[config.mk]
export PLATFORM = sky130hd
export DESIGN_NAME = sprite_attr_sync
export DESIGN_NICKNAME = d
export VERILOG_FILES = /design/src/rtl/sprite_comm_pkg.sv /design/src/rtl/sprite_attr_slot.sv /design/src/rtl/sprite_attr_sync.sv
export SDC_FILE = /design/constraint.sdc
export NUM_CORES = 2
export LEC_CHECK = 0
export ABC_AREA = 1
export CELL_PAD_IN_SITES_DETAIL_PLACEMENT = 1
export CELL_PAD_IN_SITES_GLOBAL_PLACEMENT = 2
export CORE_AREA = 2 2 373 375
export DETAILED_ROUTE_END_ITERATION = 10
export DIE_AREA = 0 0 375 377
export MAX_ROUTING_LAYER = met4
export PLACE_DENSITY_LB_ADDON = 0.1
export SKIP_LAST_GASP = 1
export SLEW_MARGIN = 0
export SYNTH_ARGS = -nofsm -noshare
export SYNTH_HDL_FRONTEND = slang
export SYNTH_SLANG_ARGS = --single-unit
export TNS_END_PERCENT = 1
[constraint.sdc]
create_clock -name clk -period 37.1 [get_ports clk]
set_input_delay 5.565 -clock clk [delete_from_list [all_inputs] [get_ports clk]]
set_output_delay 5.565 -clock clk [all_outputs]
set_load 0.01 [all_outputs]
[src/rtl/sprite_comm_pkg.sv]
// Shared types and constants for the NIOS PIO to sprite renderer bridge.
//   sig_code_t : software command codes carried on to_hw_sig / to_sw_sig
//   hs_state_t : 4-phase handshake FSM states
//   DROP_MAX   : saturation value of the dropped-update counter
package sprite_comm_pkg;

  typedef enum logic [1:0] {
    SIG_IDLE = 2'd0,
    SIG_X    = 2'd1,
    SIG_Y    = 2'd2,
    SIG_ST   = 2'd3
  } sig_code_t;

  typedef enum logic [0:0] {
    IDLE = 1'b0,
    ACK  = 1'b1
  } hs_state_t;

  localparam logic [7:0] DROP_MAX = 8'd255;

endpackage

[src/rtl/sprite_attr_slot.sv]
// One object slot: shadow registers written by the handshake, active registers
// loaded from the shadow on commit.
//   clk, reset        : clock, asynchronous active-high reset
//   x_data, attr_data : write data for this slot (already sliced from the PIO word)
//   wr_x, wr_y, wr_st : shadow field write enables
//   commit            : copy shadow bank into active bank
//   x_out .. type_out : active-bank fields
module sprite_attr_slot
  import sprite_comm_pkg::*;
#(
  parameter int unsigned COORD_W  = 10,
  parameter int unsigned STATE_W  = 3,
  parameter int unsigned TYPE_W   = 3,
  parameter int unsigned SCREEN_H = 480,
  parameter bit          FLIP_Y   = 1'b1
) (
  input  logic                        clk,
  input  logic                        reset,
  input  logic [COORD_W-1:0]          x_data,
  input  logic [STATE_W+TYPE_W-1:0]   attr_data,
  input  logic                        wr_x,
  input  logic                        wr_y,
  input  logic                        wr_st,
  input  logic                        commit,
  output logic [COORD_W-1:0]          x_out,
  output logic [COORD_W-1:0]          y_out,
  output logic [STATE_W-1:0]          state_out,
  output logic [TYPE_W-1:0]           type_out
);

  localparam logic [COORD_W:0] ScreenH = (COORD_W + 1)'(SCREEN_H);

  logic [COORD_W-1:0] x_sh, y_sh;
  logic [STATE_W-1:0] state_sh;
  logic [TYPE_W-1:0]  type_sh;

  logic [COORD_W:0]   y_diff;
  logic [COORD_W-1:0] y_wr;

  // Extra bit catches a negative result (data above screen height) -> clamp to 0.
  always_comb begin
    y_diff = ScreenH - {1'b0, x_data};
    y_wr   = x_data;
    if (FLIP_Y) begin
      y_wr = y_diff[COORD_W] ? '0 : y_diff[COORD_W-1:0];
    end
  end

  always_ff @(posedge clk or posedge reset) begin
    if (reset) begin
      x_sh     <= '0;
      y_sh     <= '0;
      state_sh <= '0;
      type_sh  <= '0;
    end else begin
      if (wr_x) x_sh <= x_data;
      if (wr_y) y_sh <= y_wr;
      if (wr_st) begin
        state_sh <= attr_data[STATE_W-1:0];
        type_sh  <= attr_data[STATE_W+TYPE_W-1:STATE_W];
      end
    end
  end

  // Commit samples the pre-edge shadow, so a same-cycle write lands next frame.
  always_ff @(posedge clk or posedge reset) begin
    if (reset) begin
      x_out     <= '0;
      y_out     <= '0;
      state_out <= '0;
      type_out  <= '0;
    end else if (commit) begin
      x_out     <= x_sh;
      y_out     <= y_sh;
      state_out <= state_sh;
      type_out  <= type_sh;
    end
  end

endmodule

[src/rtl/sprite_attr_sync.sv]
// Bridge between NIOS PIO ports and the sprite renderer. Software writes
// X / Y / state+type into a shadow bank over a 4-phase handshake; the shadow
// bank is committed to the active bank on frame_start when an update is pending.
//   clk, reset   : clock, asynchronous active-high reset
//   to_hw_data   : per-slot 32-bit words from software
//   to_hw_sig    : command (0 idle, 1 X, 2 Y, 3 state/type + commit request)
//   to_sw_sig    : acknowledge, echoes command while acking
//   frame_start  : vertical-blank pulse
//   x_out .. type_out : active-bank attributes, slot i at [W*i +: W]
//   frame_valid  : set by the first commit
//   proto_err    : sticky, code changed without returning to idle
//   drop_count   : saturating count of pending sets overwritten before commit
module sprite_attr_sync
  import sprite_comm_pkg::*;
#(
  parameter int unsigned NUM_OBJ  = 16,
  parameter int unsigned COORD_W  = 10,
  parameter int unsigned STATE_W  = 3,
  parameter int unsigned TYPE_W   = 3,
  parameter int unsigned SCREEN_H = 480
) (
  input  logic                         clk,
  input  logic                         reset,
  input  logic [NUM_OBJ*32-1:0]        to_hw_data,
  input  logic [1:0]                   to_hw_sig,
  output logic [1:0]                   to_sw_sig,
  input  logic                         frame_start,
  output logic [NUM_OBJ*COORD_W-1:0]   x_out,
  output logic [NUM_OBJ*COORD_W-1:0]   y_out,
  output logic [NUM_OBJ*STATE_W-1:0]   state_out,
  output logic [NUM_OBJ*TYPE_W-1:0]    type_out,
  output logic                         frame_valid,
  output logic                         proto_err,
  output logic [7:0]                   drop_count
);

  sig_code_t             sig_q;
  logic [NUM_OBJ*32-1:0] data_q;

  hs_state_t  state_q, state_d;
  logic [1:0] ack_q, ack_d;
  logic       err_set;
  logic       wr_x, wr_y, wr_st;

  logic       pending_q, pending_d;
  logic [7:0] drop_q, drop_d;
  logic       fvalid_q;
  logic       perr_q;
  logic       commit;

  // Only the low field bits of each word are consumed.
  logic unused_data;
  assign unused_data = ^data_q;

  always_ff @(posedge clk or posedge reset) begin
    if (reset) begin
      sig_q  <= SIG_IDLE;
      data_q <= '0;
    end else begin
      sig_q  <= sig_code_t'(to_hw_sig);
      data_q <= to_hw_data;
    end
  end

  always_comb begin
    state_d = state_q;
    ack_d   = ack_q;
    err_set = 1'b0;
    wr_x    = 1'b0;
    wr_y    = 1'b0;
    wr_st   = 1'b0;
    unique case (state_q)
      IDLE: begin
        if (sig_q != SIG_IDLE) begin
          wr_x    = (sig_q == SIG_X);
          wr_y    = (sig_q == SIG_Y);
          wr_st   = (sig_q == SIG_ST);
          ack_d   = sig_q;
          state_d = ACK;
        end
      end
      ACK: begin
        if (sig_q == SIG_IDLE) begin
          ack_d   = 2'd0;
          state_d = IDLE;
        end else if (sig_q != ack_q) begin
          err_set = 1'b1;
        end
      end
      default: state_d = IDLE;
    endcase
  end

  // A code-3 write coinciding with a commit re-arms pending without counting a
  // drop: the previous set was just committed, not overwritten.
  always_comb begin
    commit    = frame_start && pending_q;
    pending_d = pending_q;
    drop_d    = drop_q;
    if (commit) pending_d = 1'b0;
    if (wr_st) begin
      pending_d = 1'b1;
      if (pending_q && !commit && drop_q != DROP_MAX) drop_d = drop_q + 8'd1;
    end
  end

  always_ff @(posedge clk or posedge reset) begin
    if (reset) begin
      state_q   <= IDLE;
      ack_q     <= 2'd0;
      pending_q <= 1'b0;
      drop_q    <= 8'd0;
      fvalid_q  <= 1'b0;
      perr_q    <= 1'b0;
    end else begin
      state_q   <= state_d;
      ack_q     <= ack_d;
      pending_q <= pending_d;
      drop_q    <= drop_d;
      if (commit)  fvalid_q <= 1'b1;
      if (err_set) perr_q   <= 1'b1;
    end
  end

  assign to_sw_sig   = ack_q;
  assign frame_valid = fvalid_q;
  assign proto_err   = perr_q;
  assign drop_count  = drop_q;

  for (genvar i = 0; i < NUM_OBJ; i++) begin : g_slot
    sprite_attr_slot #(
      .COORD_W  (COORD_W),
      .STATE_W  (STATE_W),
      .TYPE_W   (TYPE_W),
      .SCREEN_H (SCREEN_H),
      .FLIP_Y   (i != 0)  // slot 0 is the player cursor, kept unflipped
    ) u_slot (
      .clk       (clk),
      .reset     (reset),
      .x_data    (data_q[32*i +: COORD_W]),
      .attr_data (data_q[32*i +: STATE_W+TYPE_W]),
      .wr_x      (wr_x),
      .wr_y      (wr_y),
      .wr_st     (wr_st),
      .commit    (commit),
      .x_out     (x_out[COORD_W*i +: COORD_W]),
      .y_out     (y_out[COORD_W*i +: COORD_W]),
      .state_out (state_out[STATE_W*i +: STATE_W]),
      .type_out  (type_out[TYPE_W*i +: TYPE_W])
    );
  end

endmodule

# After elaboration in Yosys (flattened, before gate mapping)
# Index checks and enable logic that the tools add are counted.
# totals
ff_bits	1338
in_bits	517
out_inout_bits	428
elab_cells	201
# classes
n_addsub	16
eq_ne	7
n_mux	32
n_bitwise	1
reduce_logical	9
# ops
op	count
$sub A9 B10 Y11 const A	15
$mux W10	15
$mux W1	13
$add A8 B1 Y8 const B	1
$ne A8 B8 Y1 const B	1
$eq A2 B2 Y1 const B	2
$mux W2	2
$pmux W2 S2	1
$reduce_and A2 Y1	2
$reduce_bool A2 Y1	2
$logic_and A1 B1 Y1	3
$eq A2 B1 Y1 const B	1
$logic_not A2 Y1	1
$ne A2 B1 Y1 const B	1
$ne A2 B2 Y1	1
$ne A2 B2 Y1 const B	1
$pmux W1 S2	1
$logic_not A1 Y1	1
$not A1 Y1	1

# Depth between registers and ports, before layout
# logic_depth
ltp_word	5
depth_mapped	10

# By module
# From an unflattened synthesis, not the netlist that was laid out.
# unflattened
cells_unflattened	3768
hier_area_um2	38170.4
# by_module_without_submodules
mod	n_inst	cells_per_inst	area_per_inst_um2
sprite_attr_slot (g_slot[10].u_slot ...)	15	219	2089.5
sprite_attr_sync	1	263	4835.9
sprite_attr_slot (g_slot[0].u_slot)	1	220	1991.9

# Worst setup path before layout
# Ideal clock, no wire load.
# synth_timing
path_kind	input-to-reg
from	input port frame_start
to	register g_slot[8].u_slot.x_out[5]
arrival_ns	6.386
t_required_ns	36.975
slack_ns	30.590
path_stages	4
path_buffers	2
path_cell_list	nand2_1 buf_2 buf_2 mux2_2
# synth_between
elab_chain_cells	1
# synth_rtl
item	line_no	source
from (decl)	sprite_attr_sync.sv:27	input logic frame_start,
$logic_and A1 B1 Y1	sprite_attr_sync.sv:97	commit = frame_start && pending_q;
to (signal assigned)	sprite_attr_slot.sv:73	x_out <= x_sh;
to (decl)	sprite_attr_slot.sv:25	output logic [COORD_W-1:0] x_out,
# Every way passes these cells.
# A chain may end at the register's enable or synchronous reset.

==> impl_metrics.csv <==
group,metric,value,unit
min_path,hp-class,"register to register",
timing,period_needed,8.643,ns
critical_path,path_buf_inv,6,
timing,timing.final.crit_share,0.2330,
timing,slew-limit-headroom,0.3054,
critical_path,path_depth,6,
critical_path,critical_path.reg2reg.startpoint,"state_q",
timing,hold_viol,0,
cts,cts.repair.resized,0,
yosys,synth.largest_area_cell,"sky130_fd_sc_hd__dfrtp_1",
critical_path,critical_path_peak_fanout,127,
place,dp.cells,5582,
place,port-buffer-count,592,
floorplanning,die_height,377,um
final_layout,final_nets,4444,
grt,first_global_vias,27330,
route,drtPass1Iterations,5,
yosys,synthDominantCellAreaShare,0.6714,
min_path,hold_end,"g_slot[11].u_slot.y_sh[7]",
flow_run,cap_violations,0,
yosys,yosysWarnings,0,
critical_path,r2r_cells,6,
pwr,power_density,83.83,nW/um2
grt,grt_first_pass_wirelength,180600,um
critical_path,crit_slowest_cell,"sky130_fd_sc_hd__buf_4",
yosys,synth.distinct_cells,28,
yosys,synth.yosys.seq_area_share,0.6714,
min_path,min-delay-start,"g_slot[11].u_slot.y_sh[7]",
yosys,synthesis.area_per_instance,11.39,um2
timing,fin_tns_setup,0,ns
yosys,synth.cell_area,37570,um2
cts,clock_tree.htree_level_count,3,
timing,max_freq,115.7,MHz
floorplanning,fp.coreArea,137000,um2
floorplanning,width_of_the_die,375,um
route,routed-via-count,25180,
route,routed_wirelength,119600,um
cts,cts_post_setup_buffers_inserted,0,
cts,max-clock-path-buffers,3,
cts,clk_pin_slew,0.06,ns
route,viasPerCell,4.319,
final_layout,syn2layout_area_growth,32.47,%
timing,timing.final.setup_violations,0,
route,antenna_left,0,
critical_path,critical_path_required,37.84,ns
grt,globalRouteTotalUtil,0.1751,
critical_path,critical-path-top-delay-family,"buffers and inverters",
yosys,synth.net_count,3835,
cts,clock_insertion_delay_worst_skew,0.73,ns
pwr,irDropWorstVdd,0.00004897,V
route,detailedRoute.firstIterationViolations,1113,
cts,tritoncts,"yes",
critical_path,cp_common_cell,"sky130_fd_sc_hd__buf_4",
timing,final_max_slew_viol_count,0,
grt,largest_net_degree_at_the_start_of_global_routing,164,
floorplanning,rows,136,
critical_path,crit_chain,"clkdlybuf4s50_1, inv_8, buf_4, buf_4, buf_12, buf_4",
timing,rsz0062_at_grt,"no",
critical_path,cp-end-kind,"asynchronous set/reset pin",
critical_path,regToRegEndpoint,"g_slot[1].u_slot.x_sh[0]",
critical_path,flop2flop_setup_slack,33.59,ns
floorplanning,floorplan.io_pins,945,
cts,cts-buffers-inserted,119,
place,gpl.final_weighted_congestion,0.7637,
floorplanning,dieArea,141400,um2
cts,clock_sink_count,1008,
timing,fin_skew,0.05858,ns
yosys,post_synth_main_area_contributors,"sky130_fd_sc_hd__dfrtp_1 (67%), sky130_fd_sc_hd__mux2_2 (9.2%), sky130_fd_sc_hd__nand2_1 (7.5%)",
yosys,post_synth_inst_count,3300,
final_layout,proportion_of_layout_cells_with_a_drive_suffix_above_1,0.1442,
cts,clock_tree.root_cell,"sky130_fd_sc_hd__clkbuf_16",
cts,holdBufCountCts,0,
grt,grt_overflow_total,0,
min_path,holdPathStages,2,
route,per_cell_routed_wire_length,20.52,um
route,drc,0,
critical_path,worst_setup_path_start_kind,"primary input",
pwr,leakage_dissipation,23.40,nW
critical_path,critPathMaxStageDelay,0.75,ns
final_layout,final-instance-count-excl-fill,5829,
critical_path,worst_ep_arrival_time,9.38,ns
place,dpl.hpwl,84080,um
grt,antenna_found_initial,25,
outcome,status,"finished, final reports clean",
critical_path,worstSetupPathType,"primary input to asynchronous set/reset pin",
timing,worst_slew_pin_slew,1.042,ns
yosys,synth_seq_cells,1008,
floorplanning,initial_core_util,0.2743,
synthesized netlist by cell type:
master	number
sky130_fd_sc_hd__dfrtp_1	1008
sky130_fd_sc_hd__nand2_1	751
sky130_fd_sc_hd__o21ai_0	407
sky130_fd_sc_hd__inv_1	326
sky130_fd_sc_hd__mux2_2	306
sky130_fd_sc_hd__nand3_1	95
sky130_fd_sc_hd__buf_2	93
sky130_fd_sc_hd__nor2_1	83
sky130_fd_sc_hd__o22ai_1	76
sky130_fd_sc_hd__clkbuf_1	39
sky130_fd_sc_hd__xor2_1	38
sky130_fd_sc_hd__ha_1	18
sky130_fd_sc_hd__a21oi_1	12
sky130_fd_sc_hd__nand2_2	9
sky130_fd_sc_hd__o21bai_1	7
sky130_fd_sc_hd__nor2_2	6
sky130_fd_sc_hd__xnor2_1	5
sky130_fd_sc_hd__inv_2	4
sky130_fd_sc_hd__nand4_1	3
sky130_fd_sc_hd__nor3_1	3
sky130_fd_sc_hd__buf_6	2
sky130_fd_sc_hd__nand3_2	2
sky130_fd_sc_hd__o21ai_1	2
sky130_fd_sc_hd__buf_4	1
sky130_fd_sc_hd__inv_4	1
sky130_fd_sc_hd__nor2_4	1
sky130_fd_sc_hd__o31ai_1	1
sky130_fd_sc_hd__or2_2	1
tightest hold or removal path, delay by kind of cell (launching register included):
kind,cells,cell delay [ns]
and+or+nand+nor,2,0.10
DFF,1,0.34
through the flow:
step	power [mW]	hold WS [ns]	setup slack, ns	util	instance area [um2]
floorplan	2.250	0.4450	3.172	-	37570
global route	4.454	0.4916	27.78	0.3633	49770
detailed placement	2.958	0.4658	27.37	0.3315	45400
global placement	2.937	0.4587	27.37	0.3315	45400
CTS	4.254	0.4789	28.19	0.3630	49720
finish	4.172	0.4752	28.46	0.3633	49770
power by group:
part | switching (mW) | internal [mW] | leakage (nW)
clock | 0.487 | 0.770 | 2.15
sequential | 0.216 | 1.52 | 12.7
combinational | 0.580 | 0.601 | 8.60
cell type report:
class                      count  area [um2]
inverter                     331        1255
clock inverter                52       665.6
clock buffer                 174        3647
antenna                       21       52.55
timing repair buffer         623        6183
fill                       14910       87210
multi-input combinational   1826       10500
tap                         1794        2245
sequential                  1008       25220
state kept, by name, indices dropped and copies added (netlist names):
register                 count
to_sw_sig                    2
g_slot.u_slot.y_sh         160
g_slot.u_slot.type_sh       48
sig_q                        2
state_q                      1
g_slot.u_slot.x_out        160
pending_q                    1
g_slot.u_slot.x_sh         160
g_slot.u_slot.state_sh      48
proto_err                    1
g_slot.u_slot.state_out     48
frame_valid                  1
data_q                     160
g_slot.u_slot.type_out      48
drop_count                   8
g_slot.u_slot.y_out        160
worst max-delay path by stage:
stage | slack [ns] | from | to
global placement | 27.37 | reset | data_q[352]
finish | 28.46 | reset | g_slot[11].u_slot.type_out[2]
detailed placement | 27.37 | reset | g_slot[11].u_slot.type_out[2]
global route | 27.78 | reset | data_q[361]
floorplan | 3.17 | reset | data_q[0]
CTS | 28.19 | reset | g_slot[11].u_slot.x_out[7]
per-layer routing:
layer / part of all wire / routed length [um] / GRT usage / vias to the layer above
li1: - / - / - / 11950
met1: 0.46 / 54610 / 0.2250 / 12490
met2: 0.40 / 48380 / 0.2387 / 638
met3: 0.12 / 14730 / 0.09486 / 105
met4: 0.016 / 1895 / 0.04070 / 0
met5: 0 / 0 / - / -
logic make-up (layout without fill, tap and decap cells):
logic type | count (synthesis) | in the layout | synth area share
adder cells (fa/ha/maj) | 18 | 18 | 0.005994
AND/OR/NAND/NOR | 954 | 954 | 0.1004
flip-flops | 1008 | 1008 | 0.6714
buffers and inverters | 466 | 1180 | 0.05022
XOR/XNOR | 43 | 43 | 0.01002
AO/OA/AOI/OAI | 505 | 505 | 0.07033
other | 0 | 21 | 0
multiplexers | 306 | 306 | 0.09171
cell usage in the layout, fill, tap and decap left out, types with 4 or more instances in the layout:
master,netlist,final
sky130_fd_sc_hd__clkdlybuf4s50_1,0,592
sky130_fd_sc_hd__nor2_2,6,6
sky130_fd_sc_hd__clkbuf_16,0,121
sky130_fd_sc_hd__o21ai_0,407,407
sky130_fd_sc_hd__xor2_1,38,38
sky130_fd_sc_hd__buf_4,1,29
sky130_fd_sc_hd__a21oi_1,12,12
sky130_fd_sc_hd__xnor2_1,5,5
sky130_fd_sc_hd__nor2_1,83,83
sky130_fd_sc_hd__ha_1,18,18
sky130_fd_sc_hd__mux2_2,306,306
sky130_fd_sc_hd__dfrtp_1,1008,1008
sky130_fd_sc_hd__o22ai_1,76,76
sky130_fd_sc_hd__diode_2,0,21
sky130_fd_sc_hd__inv_6,0,4
sky130_fd_sc_hd__clkbuf_8,0,42
sky130_fd_sc_hd__clkbuf_1,39,11
sky130_fd_sc_hd__nand2_2,9,8
sky130_fd_sc_hd__bufinv_16,0,13
sky130_fd_sc_hd__inv_1,326,325
sky130_fd_sc_hd__nand2_1,751,749
sky130_fd_sc_hd__clkinv_2,0,27
sky130_fd_sc_hd__nand3_1,95,95
sky130_fd_sc_hd__inv_2,4,4
sky130_fd_sc_hd__o21bai_1,7,7
(Power assumes the default switching activity.)
